$ cat src/rtl/ctech_lib_sync_event_arbiter.sv
// ctech_lib_sync_event_arbiter
// Concentrates N_SRC asynchronous level-toggle event sources into one
// valid/ready channel in the clk domain.
//
// Each source goes through a set-style 3-flop synchronizer, modelled after
// the ctech_lib_triplesync_set cell. Reset loads the synchronizer with 1, so
// an input that is held high through reset never produces an event.
//
// A rising edge on a source increments that source's pending counter. A
// one-entry output slot presents one event at a time. The slot picks the
// next source round-robin from rr_ptr.
//
// Optional feature macro: CTECH_SYNC_EVT_DROP_CNT_EN
//   When defined, the block adds output drop_cnt[7:0]. This is a saturating
//   total of all evt_drop bits.
//
// Slot FSM
//   state   | meaning
//   S_EMPTY | no event presented (evt_vld=0)
//   S_FULL  | evt_id presented, held until evt_rdy

module ctech_lib_sync_event_arbiter #(
   parameter  int N_SRC = 4,
   parameter  int CNT_W = 2,
   localparam int ID_W  = $clog2(N_SRC)
) (
   input  logic             clk,
   input  logic             rst_b,
   input  logic [N_SRC-1:0] async_in,
   output logic             evt_vld,
   output logic [ID_W-1:0]  evt_id,
   input  logic             evt_rdy,
   output logic [N_SRC-1:0] evt_drop,
`ifdef CTECH_SYNC_EVT_DROP_CNT_EN
   output logic [7:0]       drop_cnt,
`endif
   output logic             busy
);

   typedef enum logic {S_EMPTY, S_FULL} slot_state_t;

   localparam logic [CNT_W-1:0] CNT_MAX  = '1;
   localparam logic [ID_W:0]    N_SRC_EXT = (ID_W+1)'(N_SRC);
   localparam logic [ID_W-1:0]  LAST_ID   = ID_W'(N_SRC - 1);

   logic [N_SRC-1:0] sync_1, sync_2, sync_3, sync_q;
   logic [N_SRC-1:0] edge_det;
   logic [N_SRC-1:0] load;
   logic [N_SRC-1:0] drop_nxt;
   logic [N_SRC-1:0] cnt_nz;
   logic [CNT_W-1:0] cnt [N_SRC];

   slot_state_t      slot_state;
   logic [ID_W-1:0]  rr_ptr;
   logic             slot_free;
   logic             win_found;
   logic [ID_W-1:0]  win_id;
   logic [ID_W-1:0]  win_next;

   // Set-style triple synchronizer plus one delay stage for edge detection.
   always_ff @(posedge clk or negedge rst_b) begin
      if (!rst_b) begin
         sync_1 <= '1;
         sync_2 <= '1;
         sync_3 <= '1;
         sync_q <= '1;
      end else begin
         sync_1 <= async_in;
         sync_2 <= sync_1;
         sync_3 <= sync_2;
         sync_q <= sync_3;
      end
   end

   assign edge_det = sync_3 & ~sync_q;

   // Round-robin scan: walk from rr_ptr downward in priority so the lowest offset wins.
   always_comb begin
      logic [ID_W:0] sum;
      win_found = 1'b0;
      win_id    = '0;
      sum       = '0;
      for (int k = N_SRC - 1; k >= 0; k--) begin
         sum = {1'b0, rr_ptr} + (ID_W+1)'(k);
         if (sum >= N_SRC_EXT) sum = sum - N_SRC_EXT;
         if (cnt[sum[ID_W-1:0]] != '0) begin
            win_found = 1'b1;
            win_id    = sum[ID_W-1:0];
         end
      end
   end

   assign slot_free = (slot_state == S_EMPTY) || evt_rdy;
   assign win_next  = (win_id == LAST_ID) ? '0 : win_id + 1'b1;

   // One-hot pull from the winning counter whenever the slot reloads.
   always_comb begin
      load = '0;
      if (slot_free && win_found) load[win_id] = 1'b1;
   end

   // Drop happens only when a new edge meets a full counter that is not draining this cycle.
   always_comb begin
      drop_nxt = '0;
      cnt_nz   = '0;
      for (int i = 0; i < N_SRC; i++) begin
         drop_nxt[i] = edge_det[i] && !load[i] && (cnt[i] == CNT_MAX);
         cnt_nz[i]   = (cnt[i] != '0);
      end
   end

   // Pending counters: +edge, -load, saturate at max.
   always_ff @(posedge clk or negedge rst_b) begin
      if (!rst_b) begin
         for (int i = 0; i < N_SRC; i++) cnt[i] <= '0;
         evt_drop <= '0;
      end else begin
         for (int i = 0; i < N_SRC; i++) begin
            if (edge_det[i] && !load[i] && (cnt[i] != CNT_MAX))
               cnt[i] <= cnt[i] + 1'b1;
            else if (!edge_det[i] && load[i])
               cnt[i] <= cnt[i] - 1'b1;
         end
         evt_drop <= drop_nxt;
      end
   end

   // Output slot FSM; evt_id and rr_ptr only move on a load.
   always_ff @(posedge clk or negedge rst_b) begin
      if (!rst_b) begin
         slot_state <= S_EMPTY;
         evt_id     <= '0;
         rr_ptr     <= '0;
      end else begin
         case (slot_state)
            S_EMPTY: begin
               if (win_found) begin
                  slot_state <= S_FULL;
                  evt_id     <= win_id;
                  rr_ptr     <= win_next;
               end
            end
            S_FULL: begin
               if (evt_rdy) begin
                  if (win_found) begin
                     evt_id <= win_id;
                     rr_ptr <= win_next;
                  end else begin
                     slot_state <= S_EMPTY;
                  end
               end
            end
            default: slot_state <= S_EMPTY;
         endcase
      end
   end

   assign evt_vld = (slot_state == S_FULL);
   assign busy    = evt_vld || (|cnt_nz);

`ifdef CTECH_SYNC_EVT_DROP_CNT_EN
   logic [8:0] drop_sum;

   // Add this cycle's drop pulses to the running total, clamped at 255.
   always_comb begin
      drop_sum = {1'b0, drop_cnt};
      for (int i = 0; i < N_SRC; i++) drop_sum = drop_sum + 9'(evt_drop[i]);
   end

   // Saturating loss counter.
   always_ff @(posedge clk or negedge rst_b) begin
      if (!rst_b)              drop_cnt <= '0;
      else if (drop_sum > 9'd255) drop_cnt <= 8'd255;
      else                     drop_cnt <= drop_sum[7:0];
   end
`endif

endmodule
$ cat config.mk
export PLATFORM = sky130hd
export DESIGN_NAME = ctech_lib_sync_event_arbiter
export DESIGN_NICKNAME = d
export VERILOG_FILES = /design/src/rtl/ctech_lib_sync_event_arbiter.sv
export SDC_FILE = /design/constraint.sdc
export NUM_CORES = 1
export LEC_CHECK = 0
export CORE_UTILIZATION = 55
export CTS_CLUSTER_DIAMETER = 150
export CTS_CLUSTER_SIZE = 24
export DETAILED_ROUTE_END_ITERATION = 10
export GPL_TIMING_DRIVEN = 0
export PLACE_DENSITY = 0.77
export SETUP_SLACK_MARGIN = 0.1
export SKIP_CTS_REPAIR_TIMING = 1
export SLEW_MARGIN = 30
export SYNTH_ARGS = -nofsm -noshare
export SYNTH_HDL_FRONTEND = slang
export SYNTH_SLANG_ARGS = --single-unit
$ cat constraint.sdc
create_clock -name clk -period 2.6 [get_ports clk]
set_input_delay 0.52 -clock clk [delete_from_list [all_inputs] [get_ports clk]]
set_output_delay 0.52 -clock clk [all_outputs]
set_load 0.01 [all_outputs]
==> qor.yml <==
placed_design:
  dpl.cell_count: 170
  gp_congestion: 0.757
  dp_slack_ps: 72.3
  portBuffers: 14
  hpwl_mm: 1.86
  post_dp_cell_area_um2: 1650
final_layout:
  layout.nets: 158
  finish.utilization: 0.709
  stdcell_count: 178
  num_antenna_cells: 0
  stdcell_area_um2: 1770
  area_growth_syn_to_layout_pct: 19.9
  layout-drive-gt1-share: 0.270
timing:
  tightest_slew_ps: 686
  setup_ws_ps: 201
  setup_violations: 0
  max_freq_mhz: 417
  whs_ps: 213
  period_needed_ps: 2400
  rsz0062_at_grt: "no"
  finalCritPeriodShare: 0.923
  slew-limit-headroom: 0.543
  finClkSkew_ps: 4.53
  fin_setup_tns_ps: 0
  drv_slew: 0
  hold_viol: 0
grt:
  overflow: 0
  antenna_found_initial: 0
  grt_pass1_wl_mm: 4.40
  grt_max_degree: 34
  grt_usage: 0.222
  grt_pass1_vias: 966
drt:
  vias: 1078
  drc: 0
  routedWlPerCell_um: 15.7
  drtIter0Drc: 33
  first_pass_iters: 4
  ant_nets: 0
  avgViaCountPerCell: 6.06
  routed_wl_mm: 2.80
critical_path:
  cp_max_fo: 9
  critPathKind: "reg -> out"
  cp-start-kind: "register"
  crit_path_end_kind: "primary output"
  cp.arrival_ps: 1880
  required_ps: 2080
logic_synthesis:
  synthCells: 126
  synth_warnings: 0
  synthDominantCellAreaShare: 0.288
  synth_area_um2: 1480
  yosysUniqueCellTypes: 31
  syn-num-nets: 137
  synth.yosys.seq_area_share: 0.572
  synth.avg_cell_area_um2: 11.7
  yosysTopAreaCell: "dfrtp_1"
  ys_seq_elements: 33
  synth_area_leaders: "dfrtp_1 29%, dfstp_2 28%, ha_1 3.4%"
hold_path:
  hold_class: "in -> async"
floorplanning:
  die_w_um: 53.9
  coreArea_um2: 2500
  io_pins: 15
  start_util: 0.592
  rows: 18
  die_area_um2: 2900
  die_y_um: 53.9
clock_tree:
  cts-root-buf: "clkbuf_4"
  cts_sinks: 33
  cts_tree: "yes"
  cts_buffer_depth: 2
  numCtsBuffers: 5
  insertion_delay_ps: 330
  htreeDepth: 2
  clk_pin_slew_ps: 110
status:
  status: "completed"
power_and_ir_drop:
  p_leak_nw: 0.717
  total_power_mw: 1.72
  pwr_density_cell_nw_per_um2: 973
  vdd_drop_max_v: 0.000747
run:
  drv_cap: 0
-- Yosys cell counts --
master and n:
a311oi_1 1, a2111oi_2 2, buf_6 2, a221oi_1 1, buf_2 2, a221oi_2 2
a2111oi_1 2, a21oi_1 3, or2_2 1, dfstp_2 16, or3_1 1, a21o_1 4
nand2b_1 5, a211oi_2 1, nor4b_1 4, inv_1 6, nand2_1 6, or4_1 1
nand3_1 7, nor3_1 6, mux2_1 3, o21a_1 2, a31oi_1 4, a211oi_1 6
o21bai_1 1, dfrtp_1 17, nor2_1 13, nand3b_1 1, ha_1 4, or4_4 1
o21ai_0 1
-- flip-flops by register name (all words and copies together), names as in the netlist --
register,flops
cnt,8
evt_drop,4
evt_id,2
evt_vld,1
rr_ptr,2
sync_1,4
sync_2,4
sync_3,4
sync_q,4
-- final timing paths --
check	start	endpoint	slack, ps	cells past startpoint
hold / removal	rst_b	cnt[7]	210	1
min in group clk	sync_2[0]	sync_3[0]	360	0
setup / recovery	cnt[6]	busy	200	4
setup reg to reg	cnt[7]	cnt[2]	330	8
max in group asynchronous	rst_b	cnt[4]	1910	1
hold reg to reg	sync_2[0]	sync_3[0]	360	0
-- layout by cell type, fill, tap and decap left out, types with 6 or more instances in the layout --
cell type,synthesis,layout
nand2_1,6,6
nor3_1,6,6
dfrtp_1,17,16
nand3_1,7,7
clkdlybuf4s50_1,0,12
nor2_1,13,12
dfstp_2,16,16
inv_1,6,6
-- area by class of cell --
cell class | instances | area, um2
Sequential cell | 33 | 847
Fill cell | 180 | 727
Multi-Input combinational cell | 83 | 589
Timing Repair Buffer | 14 | 138
Clock inverter | 3 | 68.8
Clock buffer | 5 | 37.5
Tap cell | 30 | 37.5
Buffer | 4 | 32.5
Inverter | 6 | 22.5
-- kinds of logic after synthesis --
group | synth area share
simple gates | 0.163
compound gates | 0.171
fa+ha+maj | 0.0338
flops | 0.572
buf+inv | 0.0372
mux | 0.0228
-- layer usage --
layer | GRT usage | routed length [um]
met1 | 0.266 | 1220
met2 | 0.362 | 1400
met5 | 0 | 0
met4 | 0.0789 | 10
met3 | 0.0847 | 166
-- power breakdown --
part	total (mW)	switching [mW]	leakage [nW]	internal [mW]
sequential	0.724	0.0997	0.354	0.625
clock	0.487	0.184	0.0558	0.303
combinational	0.514	0.279	0.307	0.235
-- worst max-delay path, cell delays in order (launching register included) --
cell	delay (ps)
dfrtp_1	390
buf_6	140
or4_4	540
or3_1	310
dlymetal6s2s_1	170
Note: power is estimated with default switching activity, not from simulation.
==> edit 1 (same flow settings) <==
The parameter `CNT_W` goes from 2 to 4.
--- a/src/rtl/ctech_lib_sync_event_arbiter.sv
+++ b/src/rtl/ctech_lib_sync_event_arbiter.sv
@@ -22,5 +22,5 @@
 module ctech_lib_sync_event_arbiter #(
    parameter  int N_SRC = 4,
-   parameter  int CNT_W = 2,
+   parameter  int CNT_W = 4,
    localparam int ID_W  = $clog2(N_SRC)
 ) (
Behaviour: same outputs for any inputs over 10 cycles, from zero or initial values and one cycle with rst_b low; that may be too few to reach the edited logic, so the function may still have changed.
==> edit 1 against the original RTL <==
Sequential cell count is 8 higher; final area grew 65%; area after synthesis is 44% higher; power is 100% higher; utilization is 8.5 points higher; critical path depth increased by 7; setup slack worse by 640 ps; sequential share of layout area down 12 points; the run now ends with setup timing left; first-iteration DRC count up 130%; sequential power increased by 57%; clock skew is essentially flat; final cell count up 52%; routed wire length rose by 81%.
==> edit 1: results (changes against the original RTL) <==
| Metric | Value |
|---|---|
| Top delay family on crit path | compound AO/OA/AOI/OAI gates |
| Synth area leaders | dfrtp_1 (29%), dfstp_2 (20%), ha_1 (7.1%) |
| Synth top cells by count | dfrtp_1 (25), dfstp_2 (16), ha_1 (12) |
| Max reg flops | 16 (+8) |
| CP peak stage delay | 620 ps (+80 ps) |
| Vias/cell | 5.915 (-2.3%) |
| Number of clock buffers in the layout | 8 (+3) |
| Total Nets Final | 244 (+54%) |
| # setup viols final | 13 (+13) |
| Syn Nets | 191 (+39%) |
| Status | finished, violations left |
| Yosys warning count | 0 (unchanged) |
| Yosys cell types | 36 (+16%) |
| Seq_cells | 41 (+24%) |
| Clock Tree Root | clkbuf_8 |
| M2 GR Usage | 34.31% (-1.9 points) |
| Pre-CTS WS | -658.2 ps (-730.5 ps) |
| Register Area | 1055 um2 (+25%) |
| Fillers | 196 (+8.9%) |
| Met2 WL post-DR | 2650 um (+90%) |
| Worst VDD drop | 0.0007069 V (-5.3%) |
| Clk Latency, worst-skew pair | 290 ps (-40 ps) |
| Number of DRC markers in iteration 0 | 77 (+130%) |
| Setup TNS | -3974 ps (-3974 ps) |
| Data buffer area share | 14.35% (+4.8 points) |
| Routed Wire Length | 5051 um (+81%) |
| Clock buf/inv share | 3.076% (-2.9 points) |
| Core area | 3689 um2 (+48%) |
| Synth Area per Inst | 12.65 um2 (+7.8%) |
| Final worst slack | -435.0 ps (-636.0 ps) |
| First-pass GRT wire length | 6561 um (+49%) |
| DR WL met3 | 169 um (+1.8%) |
| Fraction of area in multi-input gates | 43.74% (+11 points) |
| Vias in the first global route | 1,420 (+47%) |
| H-tree depth | 2 (unchanged) |
| Gpl congestion | 0.8486 (+12%) |
| PD cells | 1194 nW/um2 (+23%) |
| GR Util met1 | 27.43% (+0.81 points) |
| Setup Skew | 4.144 ps (-0.3880 ps) |
| N_diodes | 0 (unchanged) |
| Signal inverters | 6 (unchanged) |
| Number of buffers created by CTS | 5 (unchanged) |
| Clock slew at reported path FFs | 80 ps (-30 ps) |
| Ratio of cells with drive above 1 in the final layout | 55.86% (+29 points) |
| Bufs w/o clock | 48 (+30) |
| Headroom to the max-slew limit | 61.39% (+7.1 points) |
| Leak pwr | 1.167 nW (+63%) |
| Multi-input gates | 119 (+43%) |
| Pre-antenna DRT Iters | 5 (+1) |
| Post-DP Area | 2392 um2 (+45%) |
| Failing checks | setup timing |
| Largest net degree at the start of global routing | 25 (-26%) |
| Dpl hpwl | 2750 um (+48%) |
| DRT met1 WL | 2084 um (+70%) |
| Placed Cells | 231 (+36%) |
| Peak fanout along the critical path | 5 (-4) |
| Register area share after synthesis | 49.21% (-8.0 points) |
## edit 1: cell count changes after synthesis, sizes merged, moves of 6 or more
cell / change
a21oi: +11
dfrtp: +8
ha: +8
mux2: +7
nand3: -7
o21ai: +7
nor3: -6
## edit 1: final timing paths
check | start | end | slack [ps] | cells after the start
max | cnt[15]$_DFFE_PN0P_ | cnt[3]$_DFFE_PN0P_ | -440 | 11
min reg2reg | sync_2[0]$_DFF_PN1_ | sync_3[0]$_DFF_PN1_ | 360 | 0
min | rst_b | evt_drop[0]$_DFF_PN0_ | 170 | 1
max reg2reg | cnt[15]$_DFFE_PN0P_ | cnt[3]$_DFFE_PN0P_ | -440 | 11
max in group asynchronous | rst_b | sync_q[3]$_DFF_PN1_ | 1880 | 2
min in group clk | sync_2[0]$_DFF_PN1_ | sync_3[0]$_DFF_PN1_ | 360 | 0
## edit 1: cell families (layout without fill, tap and decap cells)
| kind of cell | after synthesis | in the layout | synth area share (%) |
|---|---|---|---|
| AOI/OAI and AO/OA | 39 | 39 | 13.24 |
| xor gates and xnor gates | 9 | 9 | 3.708 |
| adders and majority gates | 16 | 16 | 10.83 |
| buffers and inverters | 8 | 62 | 1.824 |
| and+or+nand+nor | 42 | 42 | 13.42 |
| DFF | 41 | 41 | 49.21 |
| muxes | 13 | 13 | 7.769 |
## edit 1: worst register-to-register path, delay by kind of cell (launching register included)
kind | cells | cell delay (ps)
flops | 1 | 420
xor+xnor | 1 | 140
mux | 1 | 250
compound gates | 4 | 950
simple gates | 1 | 620
buf+inv | 3 | 370
fa+ha+maj | 1 | 210
## edit 1: power breakdown
part           internal, mW  switching [mW]  total [mW]
logic                  1.06           0.864        1.93
clock network         0.217           0.212       0.428
registers             0.844           0.299        1.14
total                  2.12            1.37        3.50
==> edit 2 (same settings) <==
Without the edit above. The option `CTECH_SYNC_EVT_DROP_CNT_EN` is turned on by a define.
--- a/src/rtl/ctech_lib_sync_event_arbiter.sv
+++ b/src/rtl/ctech_lib_sync_event_arbiter.sv
@@ -19,4 +19,6 @@
 //   S_EMPTY | no event presented (evt_vld=0)
 //   S_FULL  | evt_id presented, held until evt_rdy
+
+`define CTECH_SYNC_EVT_DROP_CNT_EN
 
 module ctech_lib_sync_event_arbiter #(
Function (old outputs only; new: drop_cnt): kept (equiv_simple and equiv_induct, registers matched by name and starting in step).
==> edit 2 against the original RTL <==
Area after synthesis is 36% higher; global-route usage down 1.4 points; routed wire length rose by 30%; register-to-register slack worse by 140 ps; clock skew grew 14 ps; power rose by 26%; final area is 37% higher; sequential cell count rose by 8; sequential power rose by 36%; via count is 32% higher; final cell count up 46%; setup slack worse by 88 ps; combinational power is 70% higher.
==> edit 2: results (changes against the original RTL) <==
| Metric | Value |
|---|---|
| Placed Cells | 245 (+44%) |
| Vias in the first global route | 1,394 (+44%) |
| Pre-CTS WS | 102.3 ps (+30.01 ps) |
| WL per Instance | 13.95 um (-11%) |
| Yosys cell types | 40 (+29%) |
| Minimum clock period | 2487 ps (+88.06 ps) |
| Clk network pwr share | 14.8% (-13 points) |
| Synth top cells by count | dfrtp_1 (25), dfstp_2 (16), nand2_1 (16) |
| Worst VDD drop | 0.0006742 V (-9.7%) |
| Non-Filler Instances | 260 (+46%) |
| Clk Latency, worst-skew pair | 370 ps (+40 ps) |
| P_int | 1.361 mW (+17%) |
| Total Nets Final | 228 (+44%) |
| First-pass GRT wire length | 6272 um (+42%) |
| Adder-cell share of the synthesized area | 6.110% (+2.7 points) |
| Largest net degree at the start of global routing | 27 (-21%) |
| Mux contribution to synthesized area | 2.057% (-0.23 points) |
| Headroom to the max-slew limit | 64.03% (+9.8 points) |
| Synth area leaders | dfrtp_1 (31%), dfstp_2 (21%), o211ai_4 (4.2%) |
| Antenna-violating nets left | 0 (unchanged) |
| CP peak stage delay | 510 ps (-30 ps) |
| Setup Skew | 18.97 ps (+14.44 ps) |
| Register area share after synthesis | 52.12% (-5.1 points) |
| Reg2reg start | cnt[3]$_DFFE_PN0P_ |
| Critical path origin | cnt[7]$_DFFE_PN0P_ |
| R2r endpoint | cnt[4]$_DFFE_PN0P_ |
| Internal reg-to-reg setup slack | 190 ps (-140 ps) |
| Synth Instances | 176 (+40%) |
| Compound-cell area share of the yosys netlist | 15.15% (-1.9 points) |
| Syn Nets | 191 (+39%) |
| Status | completed |
| Worst Path Arrival | 1970 ps (+90 ps) |
| Clock slew at reported path FFs | 140 ps (+30 ps) |
| Post-DP Area | 2307 um2 (+40%) |
| Fillers | 252 (+40%) |
| Overall routing resource usage | 20.88% (-1.4 points) |
| I/O Buffers | 22 (+8) |
| Gpl congestion | 0.7845 (+3.6%) |
| Ratio of cells with drive above 1 in the final layout | 22.90% (-4.1 points) |
[edit 2: changes by cell type in the layout (fill, tap and decap cells not counted), sizes merged, moves of 6 or more]
cell | unedited run | this run
a211oi | 7 | 1
buf | 5 | 16
clkdlybuf4s50 | 12 | 20
dfrtp | 17 | 25
nand2 | 6 | 16
o211ai | 0 | 7
o21ai | 1 | 8
[edit 2: layout make-up]
type | count | area, um2 | share of cell area [%]
Sequential cell | 41 | 1046 | 42.94
Clock buffer | 5 | 37.54 | 1.541
Multi-Input combinational cell | 118 | 878.3 | 36.06
Buffer | 4 | 48.80 | 2.003
Tap cell | 46 | 57.56 | 2.363
Clock inverter | 3 | 21.27 | 0.8731
Timing Repair Buffer | 32 | 305.3 | 12.53
Inverter | 11 | 41.29 | 1.695
[edit 2: kinds of logic after synthesis]
family          Yosys count
simple gates             64
flops                    41
compound gates           35
buf+inv                  17
xor+xnor                  8
fa+ha+maj                 8
mux                       3
[edit 2: metal layers]
layer  track usage [%]  vias to the layer above  wire [um]
li1                  -                      683          -
met1             25.71                      701       1609
met2             34.65                       35       1803
met3             5.839                        8        152
met4             8.430                        0         60
met5                 0                        -          0
[edit 2: stage by stage]
| step | util [%] | total power, mW | hold WS (ps) |
|---|---|---|---|
| global placement | 66.89 | 1.791 | 345.2 |
| detailed placement | 67.55 | 1.865 | 346.9 |
| CTS | 69.27 | 2.192 | 57.70 |
| finish | 71.32 | 2.180 | 49.65 |
| floorplan | - | 1.528 | 224.4 |
| global route | 71.32 | 2.350 | 42.43 |
[edit 2: power by group through the flow]
stage | clock network, mW | logic (mW) | registers, mW
floorplan | 0 | 0.562 | 0.966
global placement | 0 | 0.850 | 0.941
detailed placement | 0 | 0.905 | 0.960
CTS | 0.334 | 0.911 | 0.947
global route | 0.361 | 0.975 | 1.01
finish | 0.323 | 0.874 | 0.983
[edit 2: worst min-delay path by stage]
stage,slack [ps],from,depth (start not counted),endpoint
detailed placement,350,sync_2[3]$_DFF_PN1_,0,sync_3[3]$_DFF_PN1_
CTS,60,rst_b,1,drop_cnt[3]$_DFF_PN0_
floorplan,220,rst_b,0,cnt[0]$_DFFE_PN0P_
global route,40,rst_b,1,drop_cnt[4]$_DFF_PN0_
global placement,350,sync_1[2]$_DFF_PN1_,0,sync_2[2]$_DFF_PN1_
finish,50,rst_b,1,drop_cnt[3]$_DFF_PN0_
[edit 2: worst reg2reg max path, cell delays in order, from the launching register on]
cell,delay (ps)
dfrtp_1,460
nor2_2,260
and3b_1,220
o32a_1,390
inv_1,120
ha_1,230
o211ai_4,120
or3_1,370
o221a_1,130
